## config.mk

```make
export PLATFORM = sky130hd
export DESIGN_NAME = decoy_cfg_sequencer
export DESIGN_NICKNAME = d
export VERILOG_FILES = /design/src/rtl/decoy_cfg_sequencer.sv
export SDC_FILE = /design/constraint.sdc
export NUM_CORES = 1
export LEC_CHECK = 0
export BUFFER_PORTS_ARGS = -buffer_cell sky130_fd_sc_hd__clkbuf_2
export CAP_MARGIN = 20
export CELL_PAD_IN_SITES_DETAIL_PLACEMENT = 0
export CELL_PAD_IN_SITES_GLOBAL_PLACEMENT = 1
export CORE_ASPECT_RATIO = 0.9
export CORE_MARGIN = 2
export CORE_UTILIZATION = 35
export DETAILED_ROUTE_END_ITERATION = 10
export PLACE_DENSITY = 0.76
export SLEW_MARGIN = 20
export SYNTH_ARGS = -nofsm -noshare
export SYNTH_HDL_FRONTEND = slang
export SYNTH_SLANG_ARGS = --single-unit
```

## constraint.sdc

```tcl
create_clock -name s_axil_aclk -period 1.76 [get_ports s_axil_aclk]
set_clock_uncertainty 0.05 [all_clocks]
set_input_delay 0.176 -clock s_axil_aclk [delete_from_list [all_inputs] [get_ports s_axil_aclk]]
set_output_delay 0.176 -clock s_axil_aclk [all_outputs]
set_load 0.01 [all_outputs]
```

## src/rtl/decoy_cfg_sequencer.sv

```systemverilog
// Decoy reconfiguration sequencer: streams an RNG pattern table into the decoy dpram,
// latches the table length, then issues a stretched reg_enable commit followed by a quiet gap.
module decoy_cfg_sequencer #(
    parameter int unsigned ENABLE_HOLD = 16,
    parameter int unsigned ENABLE_GAP  = 16,
    parameter int unsigned WORDS_MAX   = 8
) (
    input  logic        s_axil_aclk,
    input  logic        s_axil_aresetn,
    input  logic        cmd_valid,
    output logic        cmd_ready,
    input  logic [1:0]  cmd_op,
    input  logic        tbl_tvalid,
    output logic        tbl_tready,
    input  logic [31:0] tbl_tdata,
    input  logic        tbl_tlast,
    output logic        rng_wen_o,
    output logic [2:0]  rng_addr_o,
    output logic [31:0] rng_din_o,
    output logic [5:0]  max_addr_o,
    output logic        reg_enable_o,
    output logic        busy_o,
    output logic        done_o,
    output logic        err_overflow_o
);

    localparam int unsigned CntMax = (ENABLE_HOLD > ENABLE_GAP) ? ENABLE_HOLD : ENABLE_GAP;
    localparam int unsigned CntW   = $clog2(CntMax + 1);
    localparam int unsigned AddrW  = (WORDS_MAX > 1) ? $clog2(WORDS_MAX) : 1;

    typedef enum logic [2:0] {StIdle, StLoad, StDrain, StPulse, StGap} state_t;

    state_t            state;
    logic [CntW-1:0]   cnt;
    logic [AddrW-1:0]  wcnt;
    logic              last_word;

    assign cmd_ready  = (state == StIdle);
    assign tbl_tready = (state == StLoad) || (state == StDrain);
    assign busy_o     = (state != StIdle);
    assign last_word  = (32'(wcnt) == WORDS_MAX - 1);

    // cnt tracks commit cycles already issued (PULSE) or quiet cycles elapsed (GAP).
    // A load enters PULSE with cnt=0 so reg_enable rises one cycle after the final write;
    // COMMIT_ONLY has no pending write and raises reg_enable straight away.
    always_ff @(posedge s_axil_aclk) begin
        if (!s_axil_aresetn) begin
            state          <= StIdle;
            cnt            <= '0;
            wcnt           <= '0;
            rng_wen_o      <= 1'b0;
            rng_addr_o     <= '0;
            rng_din_o      <= '0;
            max_addr_o     <= '0;
            reg_enable_o   <= 1'b0;
            done_o         <= 1'b0;
            err_overflow_o <= 1'b0;
        end else begin
            rng_wen_o <= 1'b0;
            done_o    <= 1'b0;
            case (state)
                StIdle: begin
                    if (cmd_valid) begin
                        case (cmd_op)
                            2'd1: begin
                                state          <= StLoad;
                                wcnt           <= '0;
                                err_overflow_o <= 1'b0;
                            end
                            2'd2: begin
                                state        <= StPulse;
                                reg_enable_o <= 1'b1;
                                cnt          <= CntW'(1);
                            end
                            default: ;
                        endcase
                    end
                end
                StLoad: begin
                    if (tbl_tvalid) begin
                        rng_wen_o  <= 1'b1;
                        rng_addr_o <= 3'(wcnt);
                        rng_din_o  <= tbl_tdata;
                        wcnt       <= wcnt + 1'b1;
                        if (tbl_tlast) begin
                            max_addr_o <= 6'((32'(wcnt) + 32'd1) * 32'd8);
                            state      <= StPulse;
                            cnt        <= '0;
                        end else if (last_word) begin
                            err_overflow_o <= 1'b1;
                            max_addr_o     <= '0;
                            state          <= StDrain;
                        end
                    end
                end
                StDrain: begin
                    if (tbl_tvalid && tbl_tlast) begin
                        state <= StPulse;
                        cnt   <= '0;
                    end
                end
                StPulse: begin
                    if (cnt == CntW'(ENABLE_HOLD)) begin
                        reg_enable_o <= 1'b0;
                        cnt          <= CntW'(1);
                        state        <= StGap;
                    end else begin
                        reg_enable_o <= 1'b1;
                        cnt          <= cnt + 1'b1;
                    end
                end
                StGap: begin
                    if (cnt == CntW'(ENABLE_GAP)) begin
                        state  <= StIdle;
                        done_o <= 1'b1;
                    end else begin
                        cnt <= cnt + 1'b1;
                    end
                end
                default: state <= StIdle;
            endcase
        end
    end

endmodule

```

==> impl_metrics.tcl, run 1 <==
set metrics [dict create \
    dr_total_vias 2077 \
    drive_gt1_frac 0.3213 \
    setup_viol 0 \
    dominantRegCellSynth "dfxtp_1" \
    hold_class "in -> reg" \
    grt_pass1_wl_um 8631 \
    syn-cell-area_mm2 0.002332 \
    max_freq_mhz 613.0 \
    syn_to_final_growth_pct 27.90 \
    cts_tree "built" \
    critPathKind "reg -> reg" \
    dp_hpwl_um 3958 \
    path_clk_slew_ns 0.09 \
    status "finished, final reports clean" \
    antenna_found_initial 0 \
    syn_inst 277 \
    max_cap_viol_count 0 \
    async_reset_ff_frac 0 \
    fillers 677 \
    period_needed_ns 1.631 \
    clk_latency_ns 0.30 \
    drtIter0Drc 91 \
    finalCritPeriodShare 0.9269 \
    slew_violations 0 \
    io_buffers 83 \
    critPathArrivalTime_ns 1.79 \
    yosys_warnings 0 \
    n_antenna_cell 0 \
    antenna_left 0 \
    cts_made_buffers 5 \
    fin_setup_tns_ns 0 \
    drt_wl_total_um 5492 \
    postCtsSetupBuffers 0 \
    dieArea_mm2 0.007333 \
    cp-end-kind "flip-flop" \
    dieHeight_um 81.44 \
    synth-edff-count 0 \
    post_synth.cell_area_avg_um2 8.420 \
    gp_congestion 0.7831 \
    rows 28 \
    clock_path_buffers 2 \
    cp_data_required_time_ns 1.92 \
    ys_seq_area_frac 0.4549 \
    grt.overflow.total 0 \
    ys_ff_latch 53 \
    crit_path_start_kind "flip-flop" \
    pin_count 87 \
    die_w_um 90.05 \
    num-nets-final 404 \
    power_leakage_nw 1.258 \
    ys_types 46 \
    htree_levels 2 \
    worstPathMaxFanout 17 \
    final_cell_mix "83 x clkbuf_2, 79 x nand2_1, 51 x dfxtp_1" \
    core_mm2 0.006516 \
    cts_sinks 53 \
    layout_commonest_cell "clkbuf_2" \
    design_power_total_mw 3.134 \
    start_util 0.3579 \
    rsz0062_at_grt "no" \
    wl_per_cell_um 12.18 \
    grt_usage 0.1438 \
    first_pass_iters 4 \
    grt_start_max_net_pins 38 \
    irDropWorstVdd_mv 0.5015 \
    vias_per_cell 4.605 \
    cts_root_buffer "clkbuf_8" \
    power_density_mw_per_mm2 1051 \
    grt_pass1_vias 1791 \
    drc 0 \
    hold_viol 0 \
]
logic make-up (layout without fill, tap and decap cells):
kind of cell | after synthesis | in the layout | share of synthesized area
AOI/OAI and AO/OA | 66 | 66 | 0.1953
xor gates and xnor gates | 1 | 1 | 0.003756
adders and majority gates | 4 | 4 | 0.02146
buffers and inverters | 28 | 110 | 0.05901
DFF | 53 | 53 | 0.4549
muxes | 6 | 6 | 0.02575
other | 1 | 3 | 0.001608
and+or+nand+nor | 118 | 118 | 0.2382
stage by stage:
step | hold slack [ns] | area (um^2) | worst slack (ns) | util | instances
6_report | 0.03252 | 2983 | 0.1287 | 0.4578 | 451
5_1_grt | 0.01298 | 2983 | 0.04144 | 0.4578 | 451
4_1_cts | 0.02376 | 2954 | 0.03627 | 0.4533 | 451
3_5_place_dp | 0.3557 | 2863 | 0.01919 | 0.4393 | 444
3_3_place_gp | 0.3499 | 2863 | 0.08431 | 0.4393 | 444
2_1_floorplan | 0.2620 | 2340 | 0.1420 | - | 279
final timing paths:
kind	from	endpoint	slack [ns]	cells past startpoint
worst max-delay path	state[0]	cnt[3]	0.13	4
worst min-delay path	tbl_tdata[19]	rng_din_o[19]	0.03	3
worst max register to register	state[0]	cnt[3]	0.13	4
worst min register to register	rng_din_o[27]	rng_din_o[27]	0.41	2
synth_stat cells, drive strengths merged (2+ instances only):
library cell	count	area (um^2)
nand2b	2	12.51
a32oi	3	26.28
and3	2	12.51
and2	2	12.51
clkbuf	9	33.78
nand3b	2	15.01
or4	2	15.01
nor2	12	45.04
nor2b	2	12.51
nor3b	2	31.28
buf	11	73.82
o21ai	6	33.78
o21a	2	15.01
nand4bb	2	22.52
or3	2	12.51
ha	4	50.05
o221a	3	33.78
a21oi	23	115.1
mux2i	6	60.06
nand2	80	302.8
a21boi	19	142.6
a41oi	2	17.52
nand3	2	10.01
dfxtp	53	1061
inv	8	30.03
final cells by class:
cell class	count	area (um^2)	area share
Sequential cell	53	1064	0.3565
Clock inverter	1	7.507	0.002517
Inverter	8	30.03	0.01007
Tap cell	90	112.6	0.03775
Timing Repair Buffer	95	518.0	0.1737
Clock buffer	6	82.58	0.02768
Multi-Input combinational cell	198	1169	0.3918
power by group:
part           total [mW]  switching [mW]  internal (mW)
Sequential           1.46           0.122           1.33
Clock               0.697           0.385          0.312
Combinational       0.981           0.552          0.429
what timing repair did:
action / CTS / global route
hold buffers: 0 / 0
resized for setup: 1 / 4
endpoints found under the setup margin: 1 / 7
routing by layer:
metal | routed length (um) | GRT usage | part of all wire
met4 | 38 | 0.02769 | 0.0069
met5 | 0 | 0 | 0
met2 | 2405 | 0.2218 | 0.44
met3 | 304 | 0.04220 | 0.055
met1 | 2744 | 0.2025 | 0.50
critical path, stage by stage (launching register included):
cell and delay (ns):
dfxtp_2 0.41, or3b_1 0.39, a21oi_1 0.30, o21ai_4 0.14
o221a_2 0.25
flip-flops by register name (all words and copies together), names as in the netlist:
signal          flops
wcnt                3
cnt                 5
reg_enable_o        1
rng_wen_o           1
rng_din_o          32
max_addr_o          3
err_overflow_o      1
done_o              1
rng_addr_o          3
state               3
No activity file was read; power rests on OpenSTA's default activity.
==> inputs of run 2 (changes only) <==
Settings changed: RECOVER_POWER from default to 100, SKIP_LAST_GASP from default to 1.
==> run 2 against run 1 <==
Cell count unchanged. Worst hold slack worse by 0.0017 ns. Critical path type unchanged. Count of clock-buffer cells in the layout unchanged. Largest power group unchanged. Largest cell class unchanged. Register-to-register slack about the same.
==> impl_metrics.tcl, run 2 (synthesis gave the netlist of run 1 again) <==
set metrics [dict create \
    dp_slack_ns 0.01919 \
    whs_path_depth 3 \
    biggestRegsByFlops "rng_din_o (32), cnt (5)" \
    grt_start_max_net_pins 38 \
    antenna_left 0 \
    drc 0 \
    core_mm2 0.006516 \
    cts_tree "built" \
    setup_slack_ns 0.1313 \
    path_cells "or3b_1, a21oi_1, o21ai_4, o221a_2" \
    num-nets-final 404 \
    start_util 0.3579 \
    irDropWorstVdd_mv 0.4913 \
    dieHeight_um 81.44 \
    max_cap_viol_count 0 \
    period_needed_ns 1.629 \
    setup_viol 0 \
    finalCritPeriodShare 0.9254 \
    pin_count 87 \
    largest-register "rng_din_o" \
    vias_per_cell 4.596 \
    regToRegSetupSlack_ns 0.13 \
    io_buffers 83 \
    drt_wl_total_um 5527 \
    cp_data_required_time_ns 1.92 \
    largest_reg_flops 32 \
    grt_pass1_vias 1791 \
    max_freq_mhz 614.0 \
    cts_root_buffer "clkbuf_8" \
    drtIter0Drc 98 \
    path_clk_slew_ns 0.10 \
    dr_total_vias 2073 \
    hold_viol 0 \
    path_depth 4 \
    grt.overflow.total 0 \
    rows 28 \
    cts_sinks 53 \
    clk_latency_ns 0.30 \
    power_leakage_nw 1.099 \
    grt_usage 0.1438 \
    grt_pass1_wl_um 8631 \
    whs_ns 0.03081 \
    worstPathMaxFanout 17 \
    status "finished, final reports clean" \
    rsz0062_at_grt "no" \
    cpMaxStageDelayCell "dfxtp_2" \
    post-route-util 0.4466 \
    design_power_total_mw 3.092 \
    drive_gt1_frac 0.1884 \
    syn_to_final_growth_pct 24.79 \
    htree_levels 2 \
    min_from "tbl_tdata[19]" \
    power_density_mw_per_mm2 1062 \
    first_pass_iters 4 \
    dp_hpwl_um 3958 \
    die_w_um 90.05 \
    slowest_delay_ns 0.41 \
    cts_made_buffers 5 \
    crit_path_start_kind "flip-flop" \
    rr_endpoint "cnt[3]" \
    slew_violations 0 \
    reg2regPathDepth 4 \
    antenna_found_initial 0 \
    clock_path_buffers 2 \
    gp_congestion 0.7831 \
    min_to "rng_din_o[19]" \
    fillers 705 \
    final_cell_mix "80 x nand2_1, 51 x dfxtp_1, 46 x clkbuf_1" \
    n_antenna_cell 0 \
    postCtsSetupBuffers 0 \
    crit_family "compound AO/OA/AOI/OAI gates" \
    hold_class "in -> reg" \
    layout_commonest_cell "nand2_1" \
    critPathKind "reg -> reg" \
    cp-end-kind "flip-flop" \
    cp_num_buf_inv 0 \
    rr_startpoint "state[0]" \
    dieArea_mm2 0.007333 \
    wl_per_cell_um 12.25 \
    critPathArrivalTime_ns 1.79 \
    fin_setup_tns_ns 0 \
]
## run 2: where the power goes
group	leakage [nW]	internal (mW)	switching [mW]
combinational	0.626	0.386	0.550
clock	0.0433	0.312	0.387
sequential	0.430	1.33	0.122
## run 2: how the worst max path moves through the flow
stage / startpoint / endpoint
after floorplan: cnt[0] / cnt[2]
after global placement: state[0] / cnt[3]
after detailed placement: state[0] / cnt[3]
after CTS: state[1] / cnt[1]
after global routing: cnt[0] / cnt[0]
final: state[0] / cnt[3]
## run 2: metal layers
metal / vias up / global-route usage / part of all wire
met5: - / 0 / 0
met4: 0 / 0.02769 / 0.0069
met3: 5 / 0.04220 / 0.052
met2: 63 / 0.2218 / 0.43
met1: 907 / 0.2025 / 0.51
li1: 1098 / - / -
## run 2: through the flow
step | cell area [um^2] | std cells
after floorplan | 2340 | 279
after global placement | 2863 | 444
after detailed placement | 2863 | 444
after CTS | 2954 | 451
after global routing | 2910 | 451
final | 2910 | 451
## run 2: final cells by class
class	count	area, um^2	area share
sequential	53	1064	0.3654
clock inverter	1	7.507	0.002580
tap	90	112.6	0.03869
clock buffer	6	82.58	0.02837
timing repair buffer	95	447.9	0.1539
multi-input combinational	198	1166	0.4007
inverter	8	30.03	0.01032
## run 2: timing repair
action	4_1_cts	5_1_grt
setup endpoints to repair	1	7
gates resized for setup	1	4
hold buffers	0	0
## run 2: worst reg2reg max path: cells and delay by family, from the launching register on
kind,cells,cell delay (ns)
compound gates,3,0.69
flops,1,0.41
simple gates,1,0.39
